--- config.mk ---
export PLATFORM = sky130hd
export DESIGN_NAME = sprite_anim_fetcher
export DESIGN_NICKNAME = d
export VERILOG_FILES = /design/src/rtl/sprite_pkg.sv /design/src/rtl/sprite_addr_gen.sv /design/src/rtl/sprite_anim_fetcher.sv
export SDC_FILE = /design/constraint.sdc
export NUM_CORES = 1
export LEC_CHECK = 0
export BUFFER_PORTS_ARGS = -buffer_cell sky130_fd_sc_hd__buf_2
export CAP_MARGIN = 20
export CELL_PAD_IN_SITES_DETAIL_PLACEMENT = 1
export CELL_PAD_IN_SITES_GLOBAL_PLACEMENT = 1
export CORE_MARGIN = 4
export CORE_UTILIZATION = 30
export DETAILED_ROUTE_END_ITERATION = 16
export PLACE_DENSITY = 0.57
export SLEW_MARGIN = 40
export SYNTH_ARGS = -nofsm -noshare
export SYNTH_HDL_FRONTEND = slang
export SYNTH_SLANG_ARGS = --single-unit
export TNS_END_PERCENT = 1
--- constraint.sdc ---
create_clock -name Clk -period 8.1 [get_ports Clk]
set_input_delay 1.62 -clock Clk [delete_from_list [all_inputs] [get_ports Clk]]
set_output_delay 1.62 -clock Clk [all_outputs]
set_load 0.02 [all_outputs]
--- src/rtl/sprite_pkg.sv ---
// Shared types and constants for the sprite ROM fetchers.
package sprite_pkg;
  typedef enum logic {IDLE = 1'b0, PLAY = 1'b1} anim_state_t;

  localparam int ROM_ADDR_W = 19;
  localparam int PIX_W      = 5;
  localparam logic [PIX_W-1:0] TRANSPARENT = 5'h00;
endpackage

--- src/rtl/sprite_addr_gen.sv ---
// Beam-to-sprite hit test and registered ROM address for one sprite frame.
module sprite_addr_gen
  import sprite_pkg::*;
#(
  parameter int SPR_W = 14,
  parameter int SPR_H = 28
) (
  input  logic                  clk_i,
  input  logic                  rst_ni,
  input  logic [9:0]            draw_x_i,
  input  logic [9:0]            draw_y_i,
  input  logic [9:0]            sprite_x_i,
  input  logic [9:0]            sprite_y_i,
  input  logic [ROM_ADDR_W-1:0] base_i,
  input  logic                  en_i,
  output logic [ROM_ADDR_W-1:0] addr_o,
  output logic                  vld_o
);
  logic [10:0]           dx_p0, dy_p0;
  logic                  inside_p0;
  logic [ROM_ADDR_W-1:0] addr_d, addr_p1_q;
  logic                  vld_p1_q;

  // Stage 0: the extra top bit of dx/dy is the borrow when the beam is left of/above the sprite.
  always_comb begin
    dx_p0     = {1'b0, draw_x_i} - {1'b0, sprite_x_i};
    dy_p0     = {1'b0, draw_y_i} - {1'b0, sprite_y_i};
    inside_p0 = !dx_p0[10] && !dy_p0[10] &&
                (dx_p0 < 11'(SPR_W)) && (dy_p0 < 11'(SPR_H));
    addr_d    = base_i;
    if (inside_p0)
      addr_d = base_i + ROM_ADDR_W'(dy_p0) * ROM_ADDR_W'(SPR_W) + ROM_ADDR_W'(dx_p0);
  end

  // Stage 1
  always_ff @(posedge clk_i) begin
    if (!rst_ni) begin
      addr_p1_q <= '0;
      vld_p1_q  <= 1'b0;
    end else begin
      addr_p1_q <= addr_d;
      vld_p1_q  <= inside_p0 && en_i;
    end
  end

  assign addr_o = addr_p1_q;
  assign vld_o  = vld_p1_q;
endmodule

--- src/rtl/sprite_anim_fetcher.sv ---
// Plays a multi-frame sprite animation from one ROM and returns aligned palette indices.
module sprite_anim_fetcher #(
  parameter int SPR_W       = 14,
  parameter int SPR_H       = 28,
  parameter int NUM_FRAMES  = 3,
  parameter int FRAME_TICKS = 6,
  parameter logic [sprite_pkg::PIX_W-1:0] TRANSPARENT = sprite_pkg::TRANSPARENT
) (
  input  logic                              Clk,
  input  logic                              Reset_n,
  input  logic                              vsync_tick,
  input  logic                              attack_start,
  input  logic [9:0]                        DrawX,
  input  logic [9:0]                        DrawY,
  input  logic [9:0]                        SpriteX,
  input  logic [9:0]                        SpriteY,
  output logic [sprite_pkg::ROM_ADDR_W-1:0] read_address,
  input  logic [sprite_pkg::PIX_W-1:0]      rom_data,
  output logic [sprite_pkg::PIX_W-1:0]      pixel_idx,
  output logic                              pixel_on,
  output logic                              busy,
  output logic                              anim_done,
  output logic [3:0]                        frame_idx
);
  import sprite_pkg::*;

  localparam int TICK_W   = 8;
  localparam int FRAME_SZ = SPR_W * SPR_H;
  localparam logic [TICK_W-1:0] LAST_TICK  = TICK_W'(FRAME_TICKS - 1);
  localparam logic [3:0]        LAST_FRAME = 4'(NUM_FRAMES - 1);

  anim_state_t           state_q;
  logic [3:0]            frame_q;
  logic [ROM_ADDR_W-1:0] base_q;
  logic [TICK_W-1:0]     tick_q;
  logic                  busy_q, done_q;
  logic                  vld_p1;
  logic [PIX_W-1:0]      pix_p2_q;
  logic                  on_p2_q;

  // Frame base advances by a constant step, so no multiply by frame number is needed.
  always_ff @(posedge Clk) begin
    if (!Reset_n) begin
      state_q <= IDLE;
      frame_q <= '0;
      base_q  <= '0;
      tick_q  <= '0;
      busy_q  <= 1'b0;
      done_q  <= 1'b0;
    end else begin
      done_q <= 1'b0;
      case (state_q)
        IDLE: begin
          if (attack_start) begin
            state_q <= PLAY;
            busy_q  <= 1'b1;
            frame_q <= '0;
            base_q  <= '0;
            tick_q  <= '0;
          end
        end
        PLAY: begin
          if (vsync_tick) begin
            if (tick_q == LAST_TICK) begin
              tick_q <= '0;
              if (frame_q == LAST_FRAME) begin
                state_q <= IDLE;
                busy_q  <= 1'b0;
                frame_q <= '0;
                base_q  <= '0;
                done_q  <= 1'b1;
              end else begin
                frame_q <= frame_q + 4'd1;
                base_q  <= base_q + ROM_ADDR_W'(FRAME_SZ);
              end
            end else begin
              tick_q <= tick_q + 1'b1;
            end
          end
        end
        default: state_q <= IDLE;
      endcase
    end
  end

  sprite_addr_gen #(
    .SPR_W(SPR_W),
    .SPR_H(SPR_H)
  ) u_addr_gen (
    .clk_i      (Clk),
    .rst_ni     (Reset_n),
    .draw_x_i   (DrawX),
    .draw_y_i   (DrawY),
    .sprite_x_i (SpriteX),
    .sprite_y_i (SpriteY),
    .base_i     (base_q),
    .en_i       (busy_q),
    .addr_o     (read_address),
    .vld_o      (vld_p1)
  );

  // Stage 2: ROM data is valid the cycle after read_address.
  always_ff @(posedge Clk) begin
    if (!Reset_n) begin
      pix_p2_q <= '0;
      on_p2_q  <= 1'b0;
    end else begin
      pix_p2_q <= rom_data;
      on_p2_q  <= vld_p1 && (rom_data != TRANSPARENT);
    end
  end

  assign pixel_idx = pix_p2_q;
  assign pixel_on  = on_p2_q;
  assign busy      = busy_q;
  assign anim_done = done_q;
  assign frame_idx = frame_q;
endmodule

==> results by group <==
Cells and area
  • Commonest non-fill, non-tap cell in the layout: buf_2
  • Final non-filler cell total: 904
  • Final nets: 814
  • Most frequent cells in the layout: 79 x buf_2, 70 x inv_1, 66 x ha_1
  • Ant diodes: 0
  • P&R area growth vs syn: 19.0%
  • Layout cells sized above 1: 15.4%

Clock tree
  • CTS Hold Bufs: 0
  • Root Driver: clkbuf_16
  • CTS tree: done
  • Deepest clock path buffer count: 2
  • Clock Sinks: 57
  • PostCTS Resize Cnt: 0
  • Worst skew pair latency: 0.32 ns
  • CTS Buf Count: 9
  • Setup Fix Bufs, Post-CTS: 0
  • Clk slew on worst S/H paths: 0.05 ns
  • H-tree lvl count: 3

Synth
  • Mapped Cells: 603
  • Post-synth EDFFs: 0
  • Netlist Area Pre-Place: 0.00495 mm²
  • Synth Register Bits: 57
  • Yosys warning count: 0
  • Synth area leaders: dfxtp_1 23%, ha_1 17%, fa_1 6.1%
  • Syn avg cell area: 8.22 µm²
  • Synth area leader: dfxtp_1
  • Netlist cell types: 60
  • Async S/R FF share, synth: 0%
  • Ys flop type: dfxtp_1
  • Net Count, Synth: 733
  • Seq/Total Area, Yosys: 23.0%
  • Yosys top cell area share: 23.0%

Drt
  • Antenna-violating nets left: 0
  • DRC violations left: 0
  • Via-per-instance ratio: 4.87
  • Via count: 4,405
  • Initial DRT Pass Iterations: 4
  • WL/cell: 14.5 µm
  • Total Wirelength: 13.1 mm
  • Starting DRT DRC Count: 105

Global routing
  • Routing usage on met3: 1.40%
  • Met1 Track Usage GR: 18.8%
  • Pin count of the biggest net entering global routing: 23
  • Vias in the first global route: 4,557
  • GRT overflow: 0
  • First-pass GRT wire length: 22.2 mm
  • GRT busiest layer: met2
  • GR Layer Usage met2: 25.7%
  • Gr usage total: 14.5%
  • Initial antenna violation count: 0

Outcome
  • Status: complete, no violations

Power and ir drop
  • Logic gate share of total power: 71.7%
  • Switch Pwr: 1080 µW
  • Leakage power: 0.00278 µW
  • Switching fraction of total power: 45.6%
  • Flop pwr share: 12.4%
  • Internal: 1280 µW
  • Clock Power Share: 15.9%
  • Worst VDD drop: 0.163 mV
  • Pwr Density: 400 mW/mm²

Placed design
  • Hpwl dp: 10.7 mm
  • GPL Wtd Cong: 0.803
  • Port buffer count: 79
  • Post-Place Cells: 889

Worst setup path
  • Top delay family on crit path: compound AO/OA/AOI/OAI gates
  • WS Path Type: input port to flip-flop
  • Slowest stage delay, CP: 0.62 ns
  • Crit end category: flip-flop
  • Stages on worst setup path: 24
  • WP buf/inv: 4
  • Worst-path cell chain: buf_2 > inv_1 > ha_1 > inv_1 > fa_1 > a21o_1 > a21oi_1 > xnor2_1 > fa_1 > ha_1 > a21oi_1 > o21bai_1 > a21oi_1 > xor2_1 > fa_1 > inv_1 > ha_1 > or4_1 > o21ai_0 > a211oi_1 > o41ai_1 > a21oi_1 > o2111ai_1 > mux2i_1
  • Max FO, Critical Path: 6
  • Worst Path Arrival: 7.32 ns
  • Worst Path Required: 8.35 ns
  • CP startpoint kind: input port
  • Most frequent cell on the critical path: a21oi_1
  • CP max stage cell: o41ai_1
  • R2R depth: 11

STA
  • Fmax: 141 MHz
  • Final setup TNS: 0 ns
  • Slew Limit Fails: 0
  • RSZ-0062 raised after global routing: false
  • Max Clock Skew: 0.00805 ns
  • Minimum clock period: 7.08 ns
  • Worst slew pin tran: 0.776 ns
  • Finish-stage setup viols: 0
  • Fin crit share: 87.4%
  • Fin. Hold Viols: 0
  • Slew margin rel.: 48.2%

Die
  • Row count: 46
  • IO Count: 80
  • Die ar.: 0.0186 mm²
  • CORE AREA: 0.0161 mm²
  • Die Span Y: 137 µm
  • Die width: 137 µm
  • Initial Util: 30.9%

Worst hold path
  • Hold path cells: 1
  • Hold WC Path Type: flip-flop to flip-flop

Job
  • Maxcap violations: 0
## cells in the mapped netlist (all sizes together), types with 7 or more instances
library cell and n:
a21o 16, nor3 11, fa 15, a211oi 7, o21ai 30, nor2 51
dfxtp 57, ha 66, nand2 33, nand3 22, xnor2 29, o21bai 7
xor2 29, nand4 8, inv 70, a21oi 50, clkbuf 11, o21a 7
## stage by stage
stage	area (µm²)	utilization [%]	total power [µW]	hold WS, ns	setup WS, ns
after global placement	5600	34.8	1980	0.445	0.784
after detailed placement	5600	34.9	2000	0.456	0.676
after global routing	5890	36.7	2640	0.477	0.562
after floorplan	4950	-	1660	0.428	1.35
final	5890	36.7	2360	0.458	1.02
after CTS	5890	36.7	2390	0.462	1.01
## routing by layer
metal	up-vias	wire, µm	part of all wire [%]
met5	-	0	0
met4	0	153	1.2
met3	13	424	3.2
met2	68	6290	48
met1	2068	6270	48
li1	2256	-	-
## path summary, 6_finish.rpt
path               startpoint                    end  slack [ns]
max                  DrawY[0]  u_addr_gen.addr_o[17]        1.02
min          u_addr_gen.vld_o               pixel_on        0.46
min reg2reg  u_addr_gen.vld_o               pixel_on        0.46
max reg2reg         base_q[3]  u_addr_gen.addr_o[17]        4.53
## registers in the layout (all words and copies together), names as in the netlist
name	cells
tick_q	8
anim_done	1
base_q	16
u_addr_gen.addr_o	19
u_addr_gen.vld_o	1
frame_idx	4
pixel_idx	5
state_q	1
busy	1
pixel_on	1
## layout make-up
class | count | area [µm²]
fill | 1951 | 10200
clock buffer | 12 | 256
clock inverter | 3 | 40.0
timing repair buffer | 82 | 418
tap | 216 | 270
multi-input combinational | 464 | 3510
sequential | 57 | 1140
inverter | 70 | 263
## logic make-up (layout without fill, tap and decap cells)
kind of cell / after synthesis / after routing / share of synthesized area (%)
other: 1 / 1 / 0.0757
XOR/XNOR: 58 / 58 / 10.4
adder cells (fa/ha/maj): 81 / 81 / 22.7
AND/OR/NAND/NOR: 172 / 172 / 17.5
flip-flops: 57 / 57 / 23.0
AO/OA/AOI/OAI: 149 / 149 / 19.4
multiplexers: 3 / 3 / 0.606
buffers and inverters: 82 / 167 / 6.26
## power groups by stage
| stage | clock, µW | combinational, µW | sequential, µW |
|---|---|---|---|
| floorplan | 0 | 1360 | 301 |
| CTS | 386 | 1710 | 293 |
| global placement | 0 | 1680 | 299 |
| finish | 374 | 1690 | 293 |
| global route | 398 | 1950 | 294 |
| detailed placement | 0 | 1700 | 299 |
No activity file was read; power rests on OpenSTA's default activity.
